`config.mk`:
```
export PLATFORM = sky130hd
export DESIGN_NAME = apb_completer_regs_flat
export DESIGN_NICKNAME = d
export VERILOG_FILES = /design/src/rtl/apb_pkg.sv /design/src/rtl/apb_completer_regs_if.sv /design/src/rtl/apb_reg_array.sv /design/src/rtl/apb_completer_regs.sv /design/src/flat_wrapper.sv
export SDC_FILE = /design/constraint.sdc
export NUM_CORES = 2
export LEC_CHECK = 0
export CAP_MARGIN = 20
export CELL_PAD_IN_SITES_DETAIL_PLACEMENT = 1
export CELL_PAD_IN_SITES_GLOBAL_PLACEMENT = 1
export CORE_AREA = 2 2 321 323
export DETAILED_ROUTE_END_ITERATION = 6
export DIE_AREA = 0 0 323 325
export HOLD_SLACK_MARGIN = 0.02
export PLACE_DENSITY_LB_ADDON = 0.1
export SETUP_SLACK_MARGIN = 0.3
export SLEW_MARGIN = 0
export SYNTH_ARGS = -nofsm -noshare
export SYNTH_HDL_FRONTEND = slang
export SYNTH_SLANG_ARGS = --single-unit
```
`constraint.sdc`:
```
create_clock -name PCLK_i -period 6 [get_ports PCLK_i]
set_input_delay 1.8 -clock PCLK_i [delete_from_list [all_inputs] [get_ports PCLK_i]]
set_output_delay 1.8 -clock PCLK_i [all_outputs]
set_load 0.05 [all_outputs]
```
`src/rtl/apb_pkg.sv`:
```
// Shared constants for the APB completer: FSM state encodings, wait-counter width
// and PSLVERR response encodings.
package apb_pkg;

   localparam int unsigned CNT_W = 4;

   localparam logic [1:0] ST_IDLE = 2'd0;
   localparam logic [1:0] ST_WAIT = 2'd1;
   localparam logic [1:0] ST_DONE = 2'd2;

   localparam logic PSLVERR_OKAY = 1'b0;
   localparam logic PSLVERR_ERR  = 1'b1;

endpackage

```
`src/rtl/apb_completer_regs_if.sv`:
```
// APB bus bundle between a requester (master) and the register completer (slave).
interface apb_completer_regs_if #(
   parameter int ADDR_WIDTH = 32,
   parameter int DATA_WIDTH = 32
) ();

   logic                  PSEL_i;
   logic                  PENABLE_i;
   logic                  PWRITE_i;
   logic [ADDR_WIDTH-1:0] PADDR_i;
   logic [DATA_WIDTH-1:0] PWRDATA_i;
   logic [DATA_WIDTH-1:0] PRDATA_o;
   logic                  PREADY_o;
   logic                  PSLVERR_o;

   modport master (
      output PSEL_i, PENABLE_i, PWRITE_i, PADDR_i, PWRDATA_i,
      input  PRDATA_o, PREADY_o, PSLVERR_o
   );

   modport slave (
      input  PSEL_i, PENABLE_i, PWRITE_i, PADDR_i, PWRDATA_i,
      output PRDATA_o, PREADY_o, PSLVERR_o
   );

endinterface

```
`src/rtl/apb_reg_array.sv`:
```
// DEPTH x DATA_WIDTH register storage: synchronous write, combinational read,
// asynchronous clear to zero.
module apb_reg_array #(
   parameter int DATA_WIDTH = 32,
   parameter int DEPTH      = 32,
   parameter int IDX_W      = 5
) (
   input  logic                  clk_i,
   input  logic                  rst_ni,
   input  logic                  we_i,
   input  logic [IDX_W-1:0]      waddr_i,
   input  logic [DATA_WIDTH-1:0] wdata_i,
   input  logic [IDX_W-1:0]      raddr_i,
   output logic [DATA_WIDTH-1:0] rdata_o
);

   logic [DATA_WIDTH-1:0] mem_q [DEPTH];

   // Storage update: cleared on reset, one word written per enabled edge.
   always_ff @(posedge clk_i or negedge rst_ni) begin
      if (!rst_ni) begin
         for (int i = 0; i < DEPTH; i++) begin
            mem_q[i] <= '0;
         end
      end else if (we_i) begin
         mem_q[waddr_i] <= wdata_i;
      end
   end

   assign rdata_o = mem_q[raddr_i];

endmodule

```
`src/rtl/apb_completer_regs.sv`:
```
// APB completer holding a word-addressed register file, with a fixed number of
// wait states per access and PSLVERR on out-of-range addresses.
module apb_completer_regs
   import apb_pkg::*;
#(
   parameter int DATA_WIDTH  = 32,
   parameter int ADDR_WIDTH  = 32,
   parameter int DEPTH       = 32,
   parameter int WAIT_CYCLES = 1
) (
   input  logic                 PCLK_i,
   input  logic                 PRESETn_i,
   apb_completer_regs_if.slave  bus
);

   localparam int IDX_W = $clog2(DEPTH);

   logic [1:0]            state_q,   state_d;
   logic [CNT_W-1:0]      cnt_q,     cnt_d;
   logic [IDX_W-1:0]      addr_q,    addr_d;
   logic                  write_q,   write_d;
   logic [DATA_WIDTH-1:0] wdata_q,   wdata_d;
   logic                  err_q,     err_d;
   logic [DATA_WIDTH-1:0] prdata_q,  prdata_d;
   logic                  pready_q,  pready_d;
   logic                  pslverr_q, pslverr_d;

   logic                  setup_err_s;
   logic                  enter_done_s;
   logic                  clear_s;
   logic                  ent_err_s;
   logic                  ent_write_s;
   logic                  we_s;
   logic [IDX_W-1:0]      rd_idx_s;
   logic [DATA_WIDTH-1:0] rdata_s;

   // Any address at or beyond DEPTH (including nonzero upper bits) is an error.
   assign setup_err_s = (bus.PADDR_i >= ADDR_WIDTH'(DEPTH));

   // With zero wait states the read happens on the SETUP edge, before addr_q is loaded.
   assign rd_idx_s = (state_q == ST_IDLE) ? bus.PADDR_i[IDX_W-1:0] : addr_q;

   apb_reg_array #(
      .DATA_WIDTH (DATA_WIDTH),
      .DEPTH      (DEPTH),
      .IDX_W      (IDX_W)
   ) u_reg_array (
      .clk_i   (PCLK_i),
      .rst_ni  (PRESETn_i),
      .we_i    (we_s),
      .waddr_i (addr_q),
      .wdata_i (wdata_q),
      .raddr_i (rd_idx_s),
      .rdata_o (rdata_s)
   );

   // Next-state logic for the transfer FSM and its registered outputs.
   always_comb begin
      state_d      = state_q;
      cnt_d        = cnt_q;
      addr_d       = addr_q;
      write_d      = write_q;
      wdata_d      = wdata_q;
      err_d        = err_q;
      prdata_d     = prdata_q;
      pready_d     = pready_q;
      pslverr_d    = pslverr_q;
      enter_done_s = 1'b0;
      clear_s      = 1'b0;
      ent_err_s    = 1'b0;
      ent_write_s  = 1'b0;
      we_s         = 1'b0;

      case (state_q)
         ST_IDLE: begin
            if (bus.PSEL_i && !bus.PENABLE_i) begin
               addr_d  = bus.PADDR_i[IDX_W-1:0];
               write_d = bus.PWRITE_i;
               wdata_d = bus.PWRDATA_i;
               err_d   = setup_err_s;
               if (WAIT_CYCLES == 0) begin
                  state_d      = ST_DONE;
                  cnt_d        = '0;
                  enter_done_s = 1'b1;
                  ent_err_s    = setup_err_s;
                  ent_write_s  = bus.PWRITE_i;
               end else begin
                  state_d = ST_WAIT;
                  cnt_d   = CNT_W'(WAIT_CYCLES);
               end
            end else begin
               state_d = ST_IDLE;
            end
         end
         ST_WAIT: begin
            if (!bus.PSEL_i) begin
               state_d = ST_IDLE;
               cnt_d   = '0;
               clear_s = 1'b1;
            end else if (bus.PENABLE_i) begin
               if (cnt_q <= CNT_W'(1)) begin
                  state_d      = ST_DONE;
                  cnt_d        = '0;
                  enter_done_s = 1'b1;
                  ent_err_s    = err_q;
                  ent_write_s  = write_q;
               end else begin
                  cnt_d = cnt_q - CNT_W'(1);
               end
            end else begin
               state_d = ST_WAIT;
            end
         end
         ST_DONE: begin
            if (!bus.PSEL_i) begin
               state_d = ST_IDLE;
               clear_s = 1'b1;
            end else if (bus.PENABLE_i && pready_q) begin
               we_s    = write_q && !err_q;
               state_d = ST_IDLE;
               clear_s = 1'b1;
            end else begin
               state_d = ST_DONE;
            end
         end
         default: begin
            state_d = ST_IDLE;
            cnt_d   = '0;
            clear_s = 1'b1;
         end
      endcase

      if (enter_done_s) begin
         pready_d  = 1'b1;
         pslverr_d = ent_err_s ? PSLVERR_ERR : PSLVERR_OKAY;
         if (ent_write_s) begin
            prdata_d = prdata_q;
         end else if (ent_err_s) begin
            prdata_d = '0;
         end else begin
            prdata_d = rdata_s;
         end
      end else if (clear_s) begin
         pready_d  = 1'b0;
         pslverr_d = PSLVERR_OKAY;
      end else begin
         pready_d  = pready_q;
         pslverr_d = pslverr_q;
      end
   end

   // State and output registers.
   always_ff @(posedge PCLK_i or negedge PRESETn_i) begin
      if (!PRESETn_i) begin
         state_q   <= ST_IDLE;
         cnt_q     <= '0;
         addr_q    <= '0;
         write_q   <= 1'b0;
         wdata_q   <= '0;
         err_q     <= 1'b0;
         prdata_q  <= '0;
         pready_q  <= 1'b0;
         pslverr_q <= 1'b0;
      end else begin
         state_q   <= state_d;
         cnt_q     <= cnt_d;
         addr_q    <= addr_d;
         write_q   <= write_d;
         wdata_q   <= wdata_d;
         err_q     <= err_d;
         prdata_q  <= prdata_d;
         pready_q  <= pready_d;
         pslverr_q <= pslverr_d;
      end
   end

   assign bus.PRDATA_o  = prdata_q;
   assign bus.PREADY_o  = pready_q;
   assign bus.PSLVERR_o = pslverr_q;

endmodule

```
`src/flat_wrapper.sv`:
```
// flat-port wrapper written by rule: the top's interface ports become plain ports
module apb_completer_regs_flat import apb_pkg::*;
#(
   parameter int DATA_WIDTH  = 32,
   parameter int ADDR_WIDTH  = 32,
   parameter int DEPTH       = 32,
   parameter int WAIT_CYCLES = 1
)
  (PCLK_i, PRESETn_i, bus_PSEL_i, bus_PENABLE_i, bus_PWRITE_i, bus_PADDR_i, bus_PWRDATA_i, bus_PRDATA_o, bus_PREADY_o, bus_PSLVERR_o);
  apb_completer_regs_if #(.ADDR_WIDTH(ADDR_WIDTH), .DATA_WIDTH(DATA_WIDTH)) bus_i ();
  input  logic PCLK_i;
  input  logic PRESETn_i;
  input wire logic [$bits(bus_i.PSEL_i)-1:0] bus_PSEL_i;
  input wire logic [$bits(bus_i.PENABLE_i)-1:0] bus_PENABLE_i;
  input wire logic [$bits(bus_i.PWRITE_i)-1:0] bus_PWRITE_i;
  input wire logic [$bits(bus_i.PADDR_i)-1:0] bus_PADDR_i;
  input wire logic [$bits(bus_i.PWRDATA_i)-1:0] bus_PWRDATA_i;
  output wire logic [$bits(bus_i.PRDATA_o)-1:0] bus_PRDATA_o;
  output wire logic [$bits(bus_i.PREADY_o)-1:0] bus_PREADY_o;
  output wire logic [$bits(bus_i.PSLVERR_o)-1:0] bus_PSLVERR_o;
  assign bus_i.PSEL_i = bus_PSEL_i;
  assign bus_i.PENABLE_i = bus_PENABLE_i;
  assign bus_i.PWRITE_i = bus_PWRITE_i;
  assign bus_i.PADDR_i = bus_PADDR_i;
  assign bus_i.PWRDATA_i = bus_PWRDATA_i;
  assign bus_PRDATA_o = bus_i.PRDATA_o;
  assign bus_PREADY_o = bus_i.PREADY_o;
  assign bus_PSLVERR_o = bus_i.PSLVERR_o;
  apb_completer_regs #(.DATA_WIDTH(DATA_WIDTH), .ADDR_WIDTH(ADDR_WIDTH), .DEPTH(DEPTH), .WAIT_CYCLES(WAIT_CYCLES)) u_core (.PCLK_i(PCLK_i), .PRESETn_i(PRESETn_i), .bus(bus_i));
endmodule
```
==> metrics.md <==
| Metric | Value |
|---|---|
| Outcome | `finished clean` |
| CTS buffer count | `119` |
| Root Buffer | `clkbuf_16` |
| CTS tree | `yes` |
| Setup bufs post-CTS | `0` |
| Leak | `27.5 nW` |
| Worst-path clk slew | `0.06 ns` |
| Cts repair resizes | `0` |
| VDD IR max | `0.284 mV` |
| Area of the core | `101000 um2` |
| Number of global-route vias before repair | `37.2k` |
| Layout cell share with drive strength beyond 1 | `36.2%` |
| Ports | `103` |
| CP Max Fanout | `17` |
| Horiz. Die Dim | `323 um` |
| Syn Nets | `3949` |
| Initial Util | `49.9%` |
| GR Layer Usage met3 | `3.38%` |
| Layout Skew | `0.0338 ns` |
| ANT nets after route | `0` |
| Synth async-reset ratio | `100%` |
| Crit path DAT | `4.98 ns` |
| Worst-Skew Late Latency | `0.72 ns` |
| Post-Syn Area per Cell | `13.0 um2` |
| Final Cell Area | `57700 um2` |
| Max-Cap Viols | `0` |
| Tcrit/Tclk final | `73.3%` |
| Clock share of power | `37.2%` |
| Slew headroom | `23.4%` |
| Worst slew pin tran | `1.15 ns` |
| Total number of vias | `33.7k` |
| Residual DRC | `0` |
| Synth Instances | `3878` |
| Minimum clock period | `4.40 ns` |
| P_sw | `0.00673 W` |
| Filler instances | `9759` |
| Gate power share | `23.2%` |
| Global route overflow | `0` |
| R2r setup slk | `2.17 ns` |
| Number of synthesized flops with an enable pin | `0` |
| Seq pwr share | `39.7%` |
| GRT Overall Usage | `30.0%` |
| CTS Buffer Depth | `3` |
| Antenna violations before repair | `1` |
| Unrepaired setup endpoints after global routing | `no` |
| Iteration count of the initial detailed-routing pass | `7` |
| Slack of the critical path | `1.60 ns` |
| Synth-to-layout area growth | `14.1%` |
| Nets@finish | `3915` |
| Yosys warnings | `0` |
| Post-Syn Area | `50500 um2` |
| Hold Path Class | `reg -> reg` |
| Routed WL per cell | `29.6 um` |
| Global Route met2 Usage | `50.4%` |
| Seq/Total Area, Yosys | `54.6%` |
| Via-to-Cell Ratio | `6.35` |
| Gpl congestion | `0.786` |
| Gr busiest metal | `met2` |
| Initial drt markers | `2395` |
| Final setup TNS | `0 ns` |
| Num rows | `117` |
| Sw frac | `32.9%` |
| Maximum clock rate | `228 MHz` |
| Die area | `105000 um2` |
| Placed cell areas | `53100 um2` |
| Pwr per Cell Area | `355 nW/um2` |
| Yosys cell types | `48` |
| CTS hold repair buffers | `0` |
| Final HPWL DP | `93.0 mm` |
| Ant. Diodes | `0` |
| Pins Over Slew Limit | `0` |
| Global Route met1 Usage | `40.2%` |
| Yosys reg bits | `1103` |
| DP Worst Slack | `0.900 ns` |
| First-pass GRT wire length | `238 mm` |
| Clock sink count | `1103` |
| Height of the die | `325 um` |
| Internal | `0.0137 W` |
| Buffers on Ports | `102` |
| Crit path capture type | `flip-flop` |
| Synth Flop Type | `dfrtp_1` |
| H-Tree Depth | `3` |
| Hold Violations, Final | `0` |
| Worst Setup Start Kind | `input pin` |
| Largest net degree at the start of global routing | `147` |
| Core Util, Final | `56.9%` |
| Endpoints failing setup | `0` |
| Setup Crit Path Kind | `in -> reg` |
| Post-Route WL | `157 mm` |
| Required @ worst endpoint | `6.59 ns` |
## layout by cell type (no fill, tap or decap), drive strengths merged, types with 8 or more instances in the layout
cell / count
dfrtp: 1103
mux2: 1061
mux2i: 335
clkbuf: 179
o21ai: 169
nand3: 148
nand2: 140
buf: 131
o221ai: 104
clkdlybuf4s50: 101
a21oi: 73
a32oi: 72
nor3: 71
o22ai: 44
nand4: 34
a2bb2oi: 32
nor2: 25
clkinv: 23
o211ai: 14
a222oi: 12
bufinv: 12
nor4: 8
## per-layer routing
| metal | up-vias | part of all wire [%] | wire length [um] |
|---|---|---|---|
| li1 | 14200 | - | - |
| met1 | 18300 | 43 | 67800 |
| met2 | 854 | 49 | 77600 |
| met3 | 295 | 4.1 | 6490 |
| met4 | 0 | 3.4 | 5290 |
| met5 | - | 0 | 0 |
## through the flow
stage               std cells  power [W]  hold slack, ns
finish                   5308     0.0205           0.489
global route             5308     0.0212           0.500
CTS                      5290     0.0203           0.489
detailed placement       5073     0.0126           0.475
global placement         5071     0.0125           0.451
floorplan                3878     0.0108           0.433
## layout make-up
cell class,instances,area (um2),share of cell area [%]
Clock buffer,179,3570,6.19
Clock inverter,38,510,0.885
Inverter,5,18.8,0.0326
Multi-Input combinational cell,2383,21500,37.3
Sequential cell,1103,27600,47.9
Tap cell,1368,1710,2.97
Timing Repair Buffer,232,2760,4.78
## worst paths after layout
path | startpoint | depth (start not counted) | to
max reg2reg | u_core.state_q[0]$_DFFE_PN0P_ | 7 | u_core.bus.PRDATA_o[11]$_DFFE_PN0P_
max | bus_PENABLE_i | 8 | u_core.u_reg_array.mem_q[412]$_DFFE_PN0P_
min in group asynchronous | PRESETn_i | 1 | u_core.u_reg_array.mem_q[97]$_DFFE_PN0P_
min reg2reg | u_core.u_reg_array.mem_q[616]$_DFFE_PN0P_ | 1 | u_core.u_reg_array.mem_q[616]$_DFFE_PN0P_
max in group asynchronous | PRESETn_i | 3 | u_core.u_reg_array.mem_q[419]$_DFFE_PN0P_
min | u_core.u_reg_array.mem_q[616]$_DFFE_PN0P_ | 1 | u_core.u_reg_array.mem_q[616]$_DFFE_PN0P_
## synthesized netlist by cell type (4+ instances only)
cell type	n	area, um2
nand2_1	140	526
a2bb2oi_1	32	280
nand3_1	148	741
nand3b_1	4	30.0
a222oi_1	12	120
mux2_1	11	124
o211ai_1	14	105
nor3_1	67	335
nor2b_1	5	31.3
nand2b_1	6	37.5
buf_2	113	566
nor2_1	23	86.3
nor4_1	6	37.5
o221ai_1	104	911
a21oi_1	73	365
buf_1	41	154
nor3_2	4	40.0
mux2_2	1050	11800
dfrtp_1	1103	27600
nand4_1	34	213
o21ai_0	166	831
o22ai_1	44	275
a32oi_1	72	631
or2_2	4	25.0
mux2i_1	335	3350
clkbuf_1	200	751
inv_1	5	18.8
buf_4	33	248
## worst max-delay path, stage by stage
cell,delay (ns)
clkdlybuf4s50_1,0.59
nand2_1,0.10
nor4_2,0.43
nand2_1,0.27
nor3b_2,0.42
nand3_2,0.54
buf_4,0.48
mux2_2,0.32
## flip-flops by register name (all words and copies together), names as in the netlist
name / cells
u_core.u_reg_array.mem_q: 1024
u_core.write_q: 1
u_core.bus.PREADY_o: 1
u_core.bus.PRDATA_o: 32
u_core.bus.PSLVERR_o: 1
u_core.state_q: 2
u_core.addr_q: 5
u_core.err_q: 1
u_core.cnt_q: 4
u_core.wdata_q: 32
## power groups by stage
stage	Combinational (W)	Sequential, W	Clock [W]
2_1_floorplan	0.00281	0.00795	0
3_3_place_gp	0.00389	0.00857	0
3_5_place_dp	0.00405	0.00860	0
4_1_cts	0.00407	0.00847	0.00775
5_1_grt	0.00500	0.00814	0.00806
6_report	0.00474	0.00811	0.00760
## kinds of logic (layout without fill, tap and decap cells)
family                     after synthesis  after routing  synth area share, %
and+or+nand+nor                        458            458                 4.46
buffers and inverters                  392            454                 3.44
muxes                                 1396           1396                 30.3
adders and majority gates                2              2               0.0495
AOI/OAI and AO/OA                      527            527                 7.13
DFF                                   1103           1103                 54.6
No activity file was read; power rests on OpenSTA's default activity.
